**src/rtl/sort4_pkg.sv**
```systemverilog
// Shared definitions for the four-byte sorting controller: state encoding,
// comparator result codes and the fixed compare-swap schedule.
package sort4_pkg;

  localparam int N_ELEM  = 4;
  localparam int N_STEPS = 6;

  typedef enum logic [1:0] {
    S_IDLE = 2'd0,
    S_LOAD = 2'd1,
    S_SORT = 2'd2,
    S_DONE = 2'd3
  } state_t;

  localparam logic [2:0] CMP_GT = 3'b100;
  localparam logic [2:0] CMP_LT = 3'b010;
  localparam logic [2:0] CMP_EQ = 3'b001;

  // Lower slot index of the pair compared at each step; the partner is index+1.
  localparam logic [1:0] STEP_LO [N_STEPS] = '{2'd0, 2'd1, 2'd2, 2'd0, 2'd1, 2'd0};

  localparam logic [2:0] LAST_STEP = 3'(N_STEPS - 1);

endpackage

```
**src/rtl/sort4_ctrl_if.sv**
```systemverilog
// Load/result bus of the sorter. Load handshake: a byte transfers on every
// rising edge where iValid and oReady are both high; oReady never depends on iValid.
interface sort4_ctrl_if;
  import sort4_pkg::*;

  logic        iStart;
  logic        iValid;
  logic [7:0]  iData;
  logic        oReady;
  logic        oBusy;
  logic        oDone;
  logic [31:0] oSorted;
  logic [2:0]  oSwaps;
  state_t      dbg_state;

  modport master (
    output iStart, iValid, iData,
    input  oReady, oBusy, oDone, oSorted, oSwaps, dbg_state
  );

  modport slave (
    input  iStart, iValid, iData,
    output oReady, oBusy, oDone, oSorted, oSwaps, dbg_state
  );

endinterface

```
**src/rtl/cmp8_unit.sv**
```systemverilog
// Combinational unsigned 8-bit magnitude comparator with one-hot {gt, lt, eq} result.
module cmp8_unit
  import sort4_pkg::*;
(
  input  logic [7:0] a,
  input  logic [7:0] b,
  output logic [2:0] res
);

  always_comb begin
    res = CMP_EQ;
    if (a > b)      res = CMP_GT;
    else if (a < b) res = CMP_LT;
  end

endmodule

```
**src/rtl/sort4_ctrl.sv**
```systemverilog
// Loads four bytes, bubble-sorts them with one shared comparator over six
// fixed steps, then publishes the ascending word and swap count with a done pulse.
module sort4_ctrl
  import sort4_pkg::*;
(
  input  logic         iClk,
  input  logic         iRst_n,
  sort4_ctrl_if.slave  bus
);

  state_t      r_state;
  state_t      w_state_nxt;
  logic [7:0]  r_slot [N_ELEM];
  logic [7:0]  w_slot_nxt [N_ELEM];
  logic [1:0]  r_idx;
  logic [2:0]  r_step;
  logic [2:0]  r_swaps;
  logic [31:0] r_sorted;
  logic [2:0]  r_out_swaps;

  logic [1:0]  w_lo;
  logic [1:0]  w_hi;
  logic [7:0]  w_a;
  logic [7:0]  w_b;
  logic [2:0]  w_cmp;
  logic        w_swap;
  logic [2:0]  w_swaps_nxt;
  logic        w_load_fire;
  logic        w_last_byte;

  assign w_lo = STEP_LO[r_step];
  assign w_hi = w_lo + 2'd1;
  assign w_a  = r_slot[w_lo];
  assign w_b  = r_slot[w_hi];

  cmp8_unit u_cmp (
    .a   (w_a),
    .b   (w_b),
    .res (w_cmp)
  );

  // Swap only on strictly greater, so equal bytes keep their order.
  assign w_swap      = (w_cmp == CMP_GT);
  assign w_swaps_nxt = r_swaps + {2'b00, w_swap};
  assign w_load_fire = (r_state == S_LOAD) && bus.iValid;
  assign w_last_byte = w_load_fire && (r_idx == 2'd3);

  always_comb begin
    for (int i = 0; i < N_ELEM; i++) w_slot_nxt[i] = r_slot[i];
    if (w_swap) begin
      w_slot_nxt[w_lo] = w_b;
      w_slot_nxt[w_hi] = w_a;
    end
  end

  always_ff @(posedge iClk or negedge iRst_n) begin
    if (!iRst_n) r_state <= S_IDLE;
    else         r_state <= w_state_nxt;
  end

  always_comb begin
    w_state_nxt = r_state;
    case (r_state)
      S_IDLE: if (bus.iStart) w_state_nxt = S_LOAD;
      S_LOAD: if (w_last_byte) w_state_nxt = S_SORT;
      S_SORT: if (r_step == LAST_STEP) w_state_nxt = S_DONE;
      S_DONE: w_state_nxt = bus.iStart ? S_LOAD : S_IDLE;
      default: w_state_nxt = S_IDLE;
    endcase
  end

  always_ff @(posedge iClk or negedge iRst_n) begin
    if (!iRst_n) begin
      for (int i = 0; i < N_ELEM; i++) r_slot[i] <= 8'h00;
      r_idx       <= 2'd0;
      r_step      <= 3'd0;
      r_swaps     <= 3'd0;
      r_sorted    <= 32'h0;
      r_out_swaps <= 3'd0;
    end else begin
      case (r_state)
        S_IDLE, S_DONE: begin
          if (bus.iStart) begin
            r_idx   <= 2'd0;
            r_swaps <= 3'd0;
          end
        end
        S_LOAD: begin
          if (w_load_fire) begin
            r_slot[r_idx] <= bus.iData;
            r_idx         <= r_idx + 2'd1;
            if (w_last_byte) r_step <= 3'd0;
          end
        end
        S_SORT: begin
          for (int i = 0; i < N_ELEM; i++) r_slot[i] <= w_slot_nxt[i];
          r_swaps <= w_swaps_nxt;
          if (r_step == LAST_STEP) begin
            r_step      <= 3'd0;
            r_sorted    <= {w_slot_nxt[3], w_slot_nxt[2], w_slot_nxt[1], w_slot_nxt[0]};
            r_out_swaps <= w_swaps_nxt;
          end else begin
            r_step <= r_step + 3'd1;
          end
        end
        default: ;
      endcase
    end
  end

  assign bus.oReady    = (r_state == S_LOAD);
  assign bus.oBusy     = (r_state == S_LOAD) || (r_state == S_SORT);
  assign bus.oDone     = (r_state == S_DONE);
  assign bus.oSorted   = r_sorted;
  assign bus.oSwaps    = r_out_swaps;
  assign bus.dbg_state = r_state;

endmodule

```
**src/flat_wrapper.sv**
```systemverilog
// flat-port wrapper written by rule: the top's interface ports become plain ports
module sort4_ctrl_flat import sort4_pkg::*;
  (iClk, iRst_n, bus_iStart, bus_iValid, bus_iData, bus_oReady, bus_oBusy, bus_oDone, bus_oSorted, bus_oSwaps, bus_dbg_state);
  sort4_ctrl_if bus_i ();
  input  logic iClk;
  input  logic iRst_n;
  input wire logic [$bits(bus_i.iStart)-1:0] bus_iStart;
  input wire logic [$bits(bus_i.iValid)-1:0] bus_iValid;
  input wire logic [$bits(bus_i.iData)-1:0] bus_iData;
  output wire logic [$bits(bus_i.oReady)-1:0] bus_oReady;
  output wire logic [$bits(bus_i.oBusy)-1:0] bus_oBusy;
  output wire logic [$bits(bus_i.oDone)-1:0] bus_oDone;
  output wire logic [$bits(bus_i.oSorted)-1:0] bus_oSorted;
  output wire logic [$bits(bus_i.oSwaps)-1:0] bus_oSwaps;
  output wire logic [$bits(bus_i.dbg_state)-1:0] bus_dbg_state;
  assign bus_i.iStart = bus_iStart;
  assign bus_i.iValid = bus_iValid;
  assign bus_i.iData = bus_iData;
  assign bus_oReady = bus_i.oReady;
  assign bus_oBusy = bus_i.oBusy;
  assign bus_oDone = bus_i.oDone;
  assign bus_oSorted = bus_i.oSorted;
  assign bus_oSwaps = bus_i.oSwaps;
  assign bus_dbg_state = bus_i.dbg_state;
  sort4_ctrl u_core (.iClk(iClk), .iRst_n(iRst_n), .bus(bus_i));
endmodule
```
**config.mk**
```make
export PLATFORM = sky130hd
export DESIGN_NAME = sort4_ctrl_flat
export DESIGN_NICKNAME = d
export VERILOG_FILES = /design/src/rtl/sort4_pkg.sv /design/src/rtl/sort4_ctrl_if.sv /design/src/rtl/cmp8_unit.sv /design/src/rtl/sort4_ctrl.sv /design/src/flat_wrapper.sv
export SDC_FILE = /design/constraint.sdc
export NUM_CORES = 1
export LEC_CHECK = 0
export BUFFER_PORTS_ARGS = -buffer_cell sky130_fd_sc_hd__buf_2
export CAP_MARGIN = 30
export CORE_ASPECT_RATIO = 0.6
export CORE_UTILIZATION = 40
export CTS_CLUSTER_SIZE = 10
export DETAILED_ROUTE_END_ITERATION = 16
export PLACE_DENSITY = 0.57
export SYNTH_ARGS = -nofsm -noshare
export SYNTH_HDL_FRONTEND = slang
export SYNTH_SLANG_ARGS = --single-unit
export TNS_END_PERCENT = 50
```
**constraint.sdc**
```tcl
create_clock -name iClk -period 5.7 [get_ports iClk]
set_clock_uncertainty 0.2 [all_clocks]
set_input_delay 0.57 -clock iClk [delete_from_list [all_inputs] [get_ports iClk]]
set_output_delay 0.57 -clock iClk [all_outputs]
set_load 0.01 [all_outputs]
```
==> results of run 1 <==
[registers in the layout, summed over array words and instances, names as in the netlist]
| register | flops |
|---|---|
| u_core.bus.dbg_state | 2 |
| u_core.bus.oSwaps | 3 |
| u_core.r_step | 3 |
| u_core.r_swaps | 3 |
| u_core.r_slot | 32 |
| u_core.bus.oSorted | 32 |
| u_core.r_idx | 2 |
[layout make-up]
cell class / count / area share, %
Timing Repair Buffer: 62 / 6.80
Tap cell: 160 / 3.65
Multi-Input combinational cell: 360 / 46.2
Clock buffer: 10 / 4.18
Clock inverter: 5 / 1.83
Inverter: 33 / 2.26
Sequential cell: 77 / 35.1
[layer usage]
layer,track usage [%],up-vias,part of all wire (%)
met5,0,-,0
met4,6.16,0,1.1
met3,6.19,17,9.4
met2,34.4,205,38
met1,42.0,2152,51
li1,-,1975,-
[path summary, 6_finish.rpt]
path / start / end / slack, ns / cells after the start
min in group iClk: u_core.bus.oSorted[4]$_DFFE_PN0P_ / u_core.bus.oSorted[4]$_DFFE_PN0P_ / 0.27 / 2
hold reg to reg: u_core.bus.oSorted[4]$_DFFE_PN0P_ / u_core.bus.oSorted[4]$_DFFE_PN0P_ / 0.27 / 2
hold / removal: iRst_n / u_core.bus.oSorted[9]$_DFFE_PN0P_ / -0.02 / 1
setup / recovery: u_core.r_step[1]$_DFFE_PN0P_ / u_core.r_swaps[2]$_DFFE_PN0P_ / 0.64 / 16
setup reg to reg: u_core.r_step[1]$_DFFE_PN0P_ / u_core.r_swaps[2]$_DFFE_PN0P_ / 0.64 / 16
max in group asynchronous: iRst_n / u_core.bus.oSorted[26]$_DFFE_PN0P_ / 4.73 / 2
[critical path, cell delays in order (launching register included)]
cell	delay, ns
dfrtp_1	0.49
clkinv_1	0.34
or3_1	0.56
ha_1	0.61
buf_4	0.29
mux2i_1	0.40
ha_1	0.22
nor2b_1	0.05
o211ai_1	0.17
o2111ai_1	0.34
nand2_1	0.41
inv_1	0.09
ha_1	0.19
ha_1	0.21
nand3_1	0.07
o21ai_0	0.08
a22o_1	0.23
[kinds of logic (layout without fill, tap and decap cells)]
kind of cell | Yosys count | after routing | share of synthesized area (%)
compound gates | 159 | 159 | 26.4
xor+xnor | 2 | 2 | 0.369
fa+ha+maj | 20 | 20 | 5.27
buf+inv | 68 | 110 | 6.29
flops | 77 | 77 | 40.5
mux | 32 | 32 | 7.06
simple gates | 147 | 147 | 14.1
[placed cells by master, fill, tap and decap left out, types with 17 or more instances in the layout]
master,netlist,final
a221oi_1,23,23
buf_2,1,50
nor2_1,47,47
inv_1,32,32
a221o_1,18,18
o21ai_0,32,32
a22oi_1,17,17
ha_1,20,20
dfrtp_1,77,77
mux2i_1,26,26
nand2_1,58,58
[stage by stage]
step	utilization [%]	instances	instance area (sq um)	hold slack (ns)	setup WS, ns
after detailed placement	44.9	691	5130	0.266	0.770
after floorplan	-	505	4750	0.0744	0.993
after global routing	47.9	707	5480	0.0232	0.340
after CTS	47.7	706	5460	0.228	0.750
after global placement	44.6	690	5110	0.255	0.987
final	47.9	707	5480	-0.0170	0.641
==> impl_metrics.yaml, run 1 <==
global_routing:
  grt_pass1_wl_mm: 23.6
  grt_max_degree: 78
  grt_pass1_vias: 4043
  grt_overflow: 0
  antenna_found_initial: 0
  gr-usage-all-layers_pct: 26.2
sta:
  tightest_slew_ns: 0.983
  finalHoldViolCount: 19
  slew_headroom_pct: 34.3
  rsz0062_at_grt: "false"
  hold_slack_ns: -0.0170
  setup_tns_ns: 0
  fin_crit_ns: 5.06
  setup_viol: 0
  fin_crit_sh_pct: 88.8
  max_freq_mhz: 198
  final_max_slew_viol_count: 0
yosys:
  mappedNetlistNets: 537
  ys_ff_latch: 77
  synth_top_area_cell: "dfrtp_1"
  synth_cell_type_count: 54
  syn_avg_cell_area_sq_um: 9.41
  synth-edff-count: 0
  yosys-top-cells-count: "dfrtp_1 (77), nand2_1 (58), nor2_1 (47)"
  synthesis.area_sq_um: 4750
  synth.most_common_cell: "dfrtp_1"
  syn_inst: 505
  synth-async-reset-ratio_pct: 100
  ys.flop_type: "dfrtp_1"
  ys_warn_count: 0
  seq_area_frac_synth_pct: 40.5
  post_synth_main_area_contributors: "dfrtp_1 (41%), mux2i_1 (5.5%), ha_1 (5.3%)"
  synth_top_area_share_pct: 40.5
detailed_routing:
  route.detailed.wl_per_inst_um: 21.4
  num_vias: 4349
  viasPerCell: 6.15
  drtIter0Drc: 597
  finalWirelength_mm: 15.2
  ant_nets: 0
  firstDrtPassIters: 8
  drc_errors: 0
outcome:
  failed_checks: "hold timing"
  status: "finished with violations"
worst_hold_path:
  hold_class: "in2async"
layout:
  final_nets: 575
  area_growth_pct: 15.4
  layout-drive-gt1-share_pct: 17.2
  diodes: 0
  seqCellArea_sq_um: 1930
  multiInputGateArea_sq_um: 2530
  fillers: 1074
setup_path:
  start_kind: "flop"
  cp_max_fo: 12
  crit_path_end_kind: "flop"
  worstSetupPathType: "reg2reg"
  required_ns: 5.73
  cp.arrival_ns: 5.09
die:
  initial_utilization_pct: 41.5
  die_area_sq_um: 12300
  die_h_um: 86.4
  placementRows: 30
  die_x_um: 143
  coreArea_sq_um: 11400
  num_io_pins: 52
run:
  cap_violations: 0
place:
  hpwl_mm: 11.3
  numPortBuffers: 51
  gp_congestion: 0.880
clock_network:
  numCtsBuffers: 9
  post_cts_resized: 0
  clock_sinks: 77
  postCtsHoldBufs: 0
  h-tree-depth: 3
  cts_setup_buffers: 0
  root_buffer: "clkbuf_16"
  cts_buffer_depth: 2
  cts.clk_slew.worst_paths_ns: 0.06
  cts_tree: "built"
  clock_latency_ns: 0.35
Power of run 1 is not shown: default switching activity piles up to over one toggle a cycle in this logic, so the estimate is an artifact.
==> run 2: changes to the inputs <==
- ABC_AREA: default -> 1
==> impl_metrics.yaml, run 2 <==
layout:
  final_common_cell: "nand2_1"
  final_nets: 799
  diodes: 0
  seqCellArea_sq_um: 1930
  area_growth_pct: 14.8
  layout-drive-gt1-share_pct: 14.1
  multiInputGateArea_sq_um: 2590
  fillers: 1294
  final_cell_mix: "nand2_1 (242), nor2_1 (85), dfrtp_1 (77)"
sta:
  slew_headroom_pct: 38.8
  fin_crit_sh_pct: 82.1
  final_max_slew_viol_count: 0
  hold_slack_ns: -0.00652
  max_freq_mhz: 214
  fin_crit_ns: 4.68
  setup_viol: 0
  tightest_slew_ns: 0.913
  rsz0062_at_grt: "false"
  setup_tns_ns: 0
  finalHoldViolCount: 2
yosys:
  ys.flop_type: "dfrtp_1"
  syn_inst: 723
  synth_cell_type_count: 31
  ys_ff_latch: 77
  seq_area_frac_synth_pct: 38.7
  ys_warn_count: 0
  synth_top_area_cell: "dfrtp_1"
  post_synth_main_area_contributors: "dfrtp_1 (39%), nand2_1 (18%), nand3_1 (7.4%)"
  synth_top_area_share_pct: 38.7
  mappedNetlistNets: 755
  synth-edff-count: 0
  synthesis.area_sq_um: 4980
  yosys-top-cells-count: "nand2_1 (242), nor2_1 (86), dfrtp_1 (77)"
  syn_avg_cell_area_sq_um: 6.88
  synth-async-reset-ratio_pct: 100
  synth.most_common_cell: "nand2_1"
clock_network:
  h-tree-depth: 3
  cts_buffer_depth: 2
  clock_latency_ns: 0.34
  cts.clk_slew.worst_paths_ns: 0.06
  root_buffer: "clkbuf_16"
  post_cts_resized: 0
  postCtsHoldBufs: 0
  clock_sinks: 77
  cts_tree: "built"
  cts_setup_buffers: 0
  numCtsBuffers: 9
detailed_routing:
  num_vias: 4957
  ant_nets: 0
  viasPerCell: 5.29
  drc_errors: 0
  firstDrtPassIters: 5
  drtIter0Drc: 454
  route.detailed.wl_per_inst_um: 18.5
  finalWirelength_mm: 17.4
outcome:
  failed_checks: "hold timing"
  status: "finished with violations"
setup_path:
  start_kind: "flop"
  regToRegSetupSlack_ns: 1.02
  worstSetupPathType: "reg2reg"
  required_ns: 5.75
  cp_max_fo: 33
  r2r-start: "u_core.r_step[0]$_DFFE_PN0P_"
  crit_path_end_kind: "flop"
  r2r_end: "u_core.r_slot[30]$_DFFE_PN0P_"
  r2r_cells: 17
  cp.arrival_ns: 4.73
global_routing:
  grt_overflow: 0
  grt_pass1_vias: 4496
  grt_pass1_wl_mm: 26.7
  grt_max_degree: 41
  antenna_found_initial: 0
  gr-usage-all-layers_pct: 28.3
die:
  die_x_um: 146
  die_h_um: 88.4
  die_area_sq_um: 12900
  coreArea_sq_um: 12100
  initial_utilization_pct: 41.1
  placementRows: 31
  num_io_pins: 52
place:
  hpwl_mm: 13.5
  numPortBuffers: 51
  gp_congestion: 1.04
worst_hold_path:
  hold_class: "in2async"
run:
  cap_violations: 0
run 2: per-stage QoR:
stage / hold slack [ns] / setup WS [ns] / utilization (%) / area, sq um / cells
4_1_cts: 0.0135 / 1.13 / 47.2 / 5720 / 937
3_3_place_gp: 0.258 / 1.24 / 44.0 / 5330 / 918
5_1_grt: 0.0379 / 0.749 / 47.2 / 5720 / 937
2_1_floorplan: 0.0744 / 2.08 / - / 4980 / 723
6_report: -0.00652 / 1.02 / 47.2 / 5720 / 937
3_5_place_dp: 0.260 / 1.16 / 44.5 / 5380 / 921
run 2: area by class of cell:
cell class | count | area share (%)
Clock buffer | 10 | 4.18
Clock inverter | 6 | 1.64
Inverter | 83 | 5.45
Multi-Input combinational cell | 537 | 45.3
Sequential cell | 77 | 33.7
Tap cell | 165 | 3.61
Timing Repair Buffer | 59 | 6.13
run 2: how the worst max path moves through the flow:
stage,startpoint,endpoint,slack [ns]
2_1_floorplan,u_core.r_step[0]$_DFFE_PN0P_,u_core.bus.oSwaps[2]$_DFFE_PN0P_,2.08
3_3_place_gp,u_core.r_step[2]$_DFFE_PN0P_,u_core.r_slot[5]$_DFFE_PN0P_,1.24
3_5_place_dp,u_core.r_step[0]$_DFFE_PN0P_,u_core.r_slot[30]$_DFFE_PN0P_,1.16
4_1_cts,u_core.r_step[0]$_DFFE_PN0P_,u_core.r_slot[30]$_DFFE_PN0P_,1.13
5_1_grt,u_core.r_step[0]$_DFFE_PN0P_,u_core.r_slot[5]$_DFFE_PN0P_,0.75
6_report,u_core.r_step[0]$_DFFE_PN0P_,u_core.r_slot[30]$_DFFE_PN0P_,1.02
run 2: worst max-delay path, cell delays in order, from the launching register on:
cell and delay, ns:
dfrtp_1 0.49, inv_2 0.12, nand2_4 0.21, nand2_4 0.27, ha_1 0.51, inv_1 0.29
nand3_1 0.11, nand2_1 0.15, inv_1 0.13, ha_1 0.31, nand2_1 0.11, nor2_1 0.08
nand4_2 0.19, a21boi_1 0.58, nand2_1 0.36, nand2_1 0.19, nand3_1 0.10, a22oi_1 0.18
run 2: cell families after synthesis:
| logic type | Yosys count | synth area share [%] |
|---|---|---|
| xor+xnor | 1 | 0.176 |
| fa+ha+maj | 20 | 5.03 |
| compound gates | 86 | 9.63 |
| flops | 77 | 38.7 |
| buf+inv | 109 | 9.35 |
| simple gates | 430 | 37.1 |
run 2: layer usage:
layer | up-vias | GRT usage (%) | wire length [um]
met4 | 0 | 6.91 | 254
met1 | 2352 | 43.3 | 8960
met3 | 22 | 6.08 | 1450
met2 | 206 | 39.8 | 6720
li1 | 2377 | - | -
met5 | - | 0 | 0
Power of run 2 is left out for the same reason.
==> run 3: changes to the inputs <==
- clock period: 5.7 -> 4.77 ns (I/O delays scaled with it)
==> impl_metrics.yaml, run 3 (synthesized netlist as in run 2, its figures left out) <==
sta:
  setup_tns_ns: 0
  fin_crit_sh_pct: 86.9
  hold_slack_ns: 0.250
  slew_headroom_pct: 36.8
  final_max_slew_viol_count: 0
  tightest_slew_ns: 0.942
  finalHoldViolCount: 0
  fin_crit_ns: 4.14
  worst_slack_ns: 0.625
  rsz0062_at_grt: "false"
  setup_viol: 0
  max_freq_mhz: 241
setup_path:
  cp_top_family: "adder cells"
  required_ns: 4.83
  worstSetupPathType: "reg2reg"
  crit_chain: "inv_2 -> nand2_4 -> nand2_4 -> ha_1 -> inv_1 -> nand3_1 -> nand2_1 -> inv_2 -> ha_1 -> nand2_1 -> inv_1 -> nand2_1 -> nand2_1 -> nand2_1 -> a21boi_1 -> ha_1 -> ha_1 -> xor2_1 -> inv_1 -> o21ai_0"
  slowest_stage: "dfrtp_1"
  cp_max_fo: 18
  crit_top_cell: "nand2_1"
  critPathMaxStageDelay_ns: 0.48
  r2r_end: "u_core.bus.oSwaps[2]$_DFFE_PN0P_"
  critPathBufInv: 5
  start_kind: "flop"
  crit_cells: 20
  regToRegSetupSlack_ns: 0.63
  r2r_cells: 20
  crit_path_end_kind: "flop"
  cp.arrival_ns: 4.20
  r2r-start: "u_core.r_step[0]$_DFFE_PN0P_"
worst_hold_path:
  hold_class: "in2reg"
  hold_path.startpoint: "bus_iData[0]"
  hold_end: "u_core.r_slot[0]$_DFFE_PN0P_"
  min_path_cells: 3
detailed_routing:
  drtIter0Drc: 545
  firstDrtPassIters: 5
  viasPerCell: 5.27
  ant_nets: 0
  route.detailed.wl_per_inst_um: 18.8
  num_vias: 4950
  drc_errors: 0
  finalWirelength_mm: 17.7
clock_network:
  postCtsHoldBufs: 0
  cts_setup_buffers: 0
  cts_buffer_depth: 2
  cts.clk_slew.worst_paths_ns: 0.07
  h-tree-depth: 3
  clock_sinks: 77
  numCtsBuffers: 9
  root_buffer: "clkbuf_16"
  clock_latency_ns: 0.34
  cts_tree: "built"
  post_cts_resized: 0
die:
  placementRows: 31
  die_h_um: 88.4
  die_area_sq_um: 12900
  die_x_um: 146
  initial_utilization_pct: 41.1
  num_io_pins: 52
  coreArea_sq_um: 12100
global_routing:
  grt_pass1_vias: 4586
  grt_pass1_wl_mm: 27.1
  antenna_found_initial: 0
  grt_overflow: 0
  grt_max_degree: 78
  gr-usage-all-layers_pct: 28.5
layout:
  area_growth_pct: 14.4
  final_nets: 802
  layout-drive-gt1-share_pct: 14.3
  fillers: 1289
  final_cell_mix: "nand2_1 (242), nor2_1 (85), dfrtp_1 (77)"
  multiInputGateArea_sq_um: 2590
  final_common_cell: "nand2_1"
  seqCellArea_sq_um: 1930
  diodes: 0
outcome:
  status: "completed"
run:
  cap_violations: 0
place:
  hpwl_mm: 13.4
  numPortBuffers: 51
  post-place-ws_ns: 0.695
  gp_congestion: 0.964
run 3: cell types whose count changed in the layout (fill, tap and decap cells not counted), sizes merged:
cell and change:
clkinv +1, buf +2, bufinv -1, dlygate4sd3 +1
run 3: worst max-delay path by stage:
stage                            startpoint                                to  slack (ns)
3_3_place_gp   u_core.r_step[0]$_DFFE_PN0P_  u_core.bus.oSwaps[2]$_DFFE_PN0P_        0.69
5_1_grt        u_core.r_step[0]$_DFFE_PN0P_     u_core.r_slot[26]$_DFFE_PN0P_        0.29
6_report       u_core.r_step[0]$_DFFE_PN0P_  u_core.bus.oSwaps[2]$_DFFE_PN0P_        0.63
2_1_floorplan  u_core.r_step[0]$_DFFE_PN0P_  u_core.bus.oSwaps[2]$_DFFE_PN0P_        1.15
3_5_place_dp   u_core.r_step[0]$_DFFE_PN0P_  u_core.bus.oSwaps[2]$_DFFE_PN0P_        0.70
4_1_cts        u_core.r_step[0]$_DFFE_PN0P_  u_core.bus.oSwaps[2]$_DFFE_PN0P_        0.66
run 3: cell type report:
cell class,count,area share [%]
sequential,77,33.8
clock inverter,6,1.21
multi-input combinational,537,45.4
timing repair buffer,62,6.24
tap,165,3.62
clock buffer,10,4.20
inverter,83,5.47
run 3: worst min-delay path: cells and delay by family:
family / cells / cell delay [ns]
AO/OA/AOI/OAI: 1 / 0.10
AND/OR/NAND/NOR: 1 / 0.08
buffers and inverters: 1 / 0.10
run 3: per-stage QoR:
step | utilization (%) | instance area, sq um | instances
after floorplan | - | 4980 | 723
after global placement | 44.2 | 5350 | 921
after detailed placement | 44.3 | 5360 | 922
after CTS | 46.8 | 5670 | 938
after global routing | 47.1 | 5700 | 940
final | 47.1 | 5700 | 940
run 3: layer usage:
metal / GRT usage, % / share of wire (%) / routed length, um
met2: 40.0 / 38 / 6760
met4: 7.20 / 1.5 / 268
met5: 0 / 0 / 0
met3: 5.52 / 7.7 / 1370
met1: 44.0 / 53 / 9300
Power of run 3 is left out for the same reason.
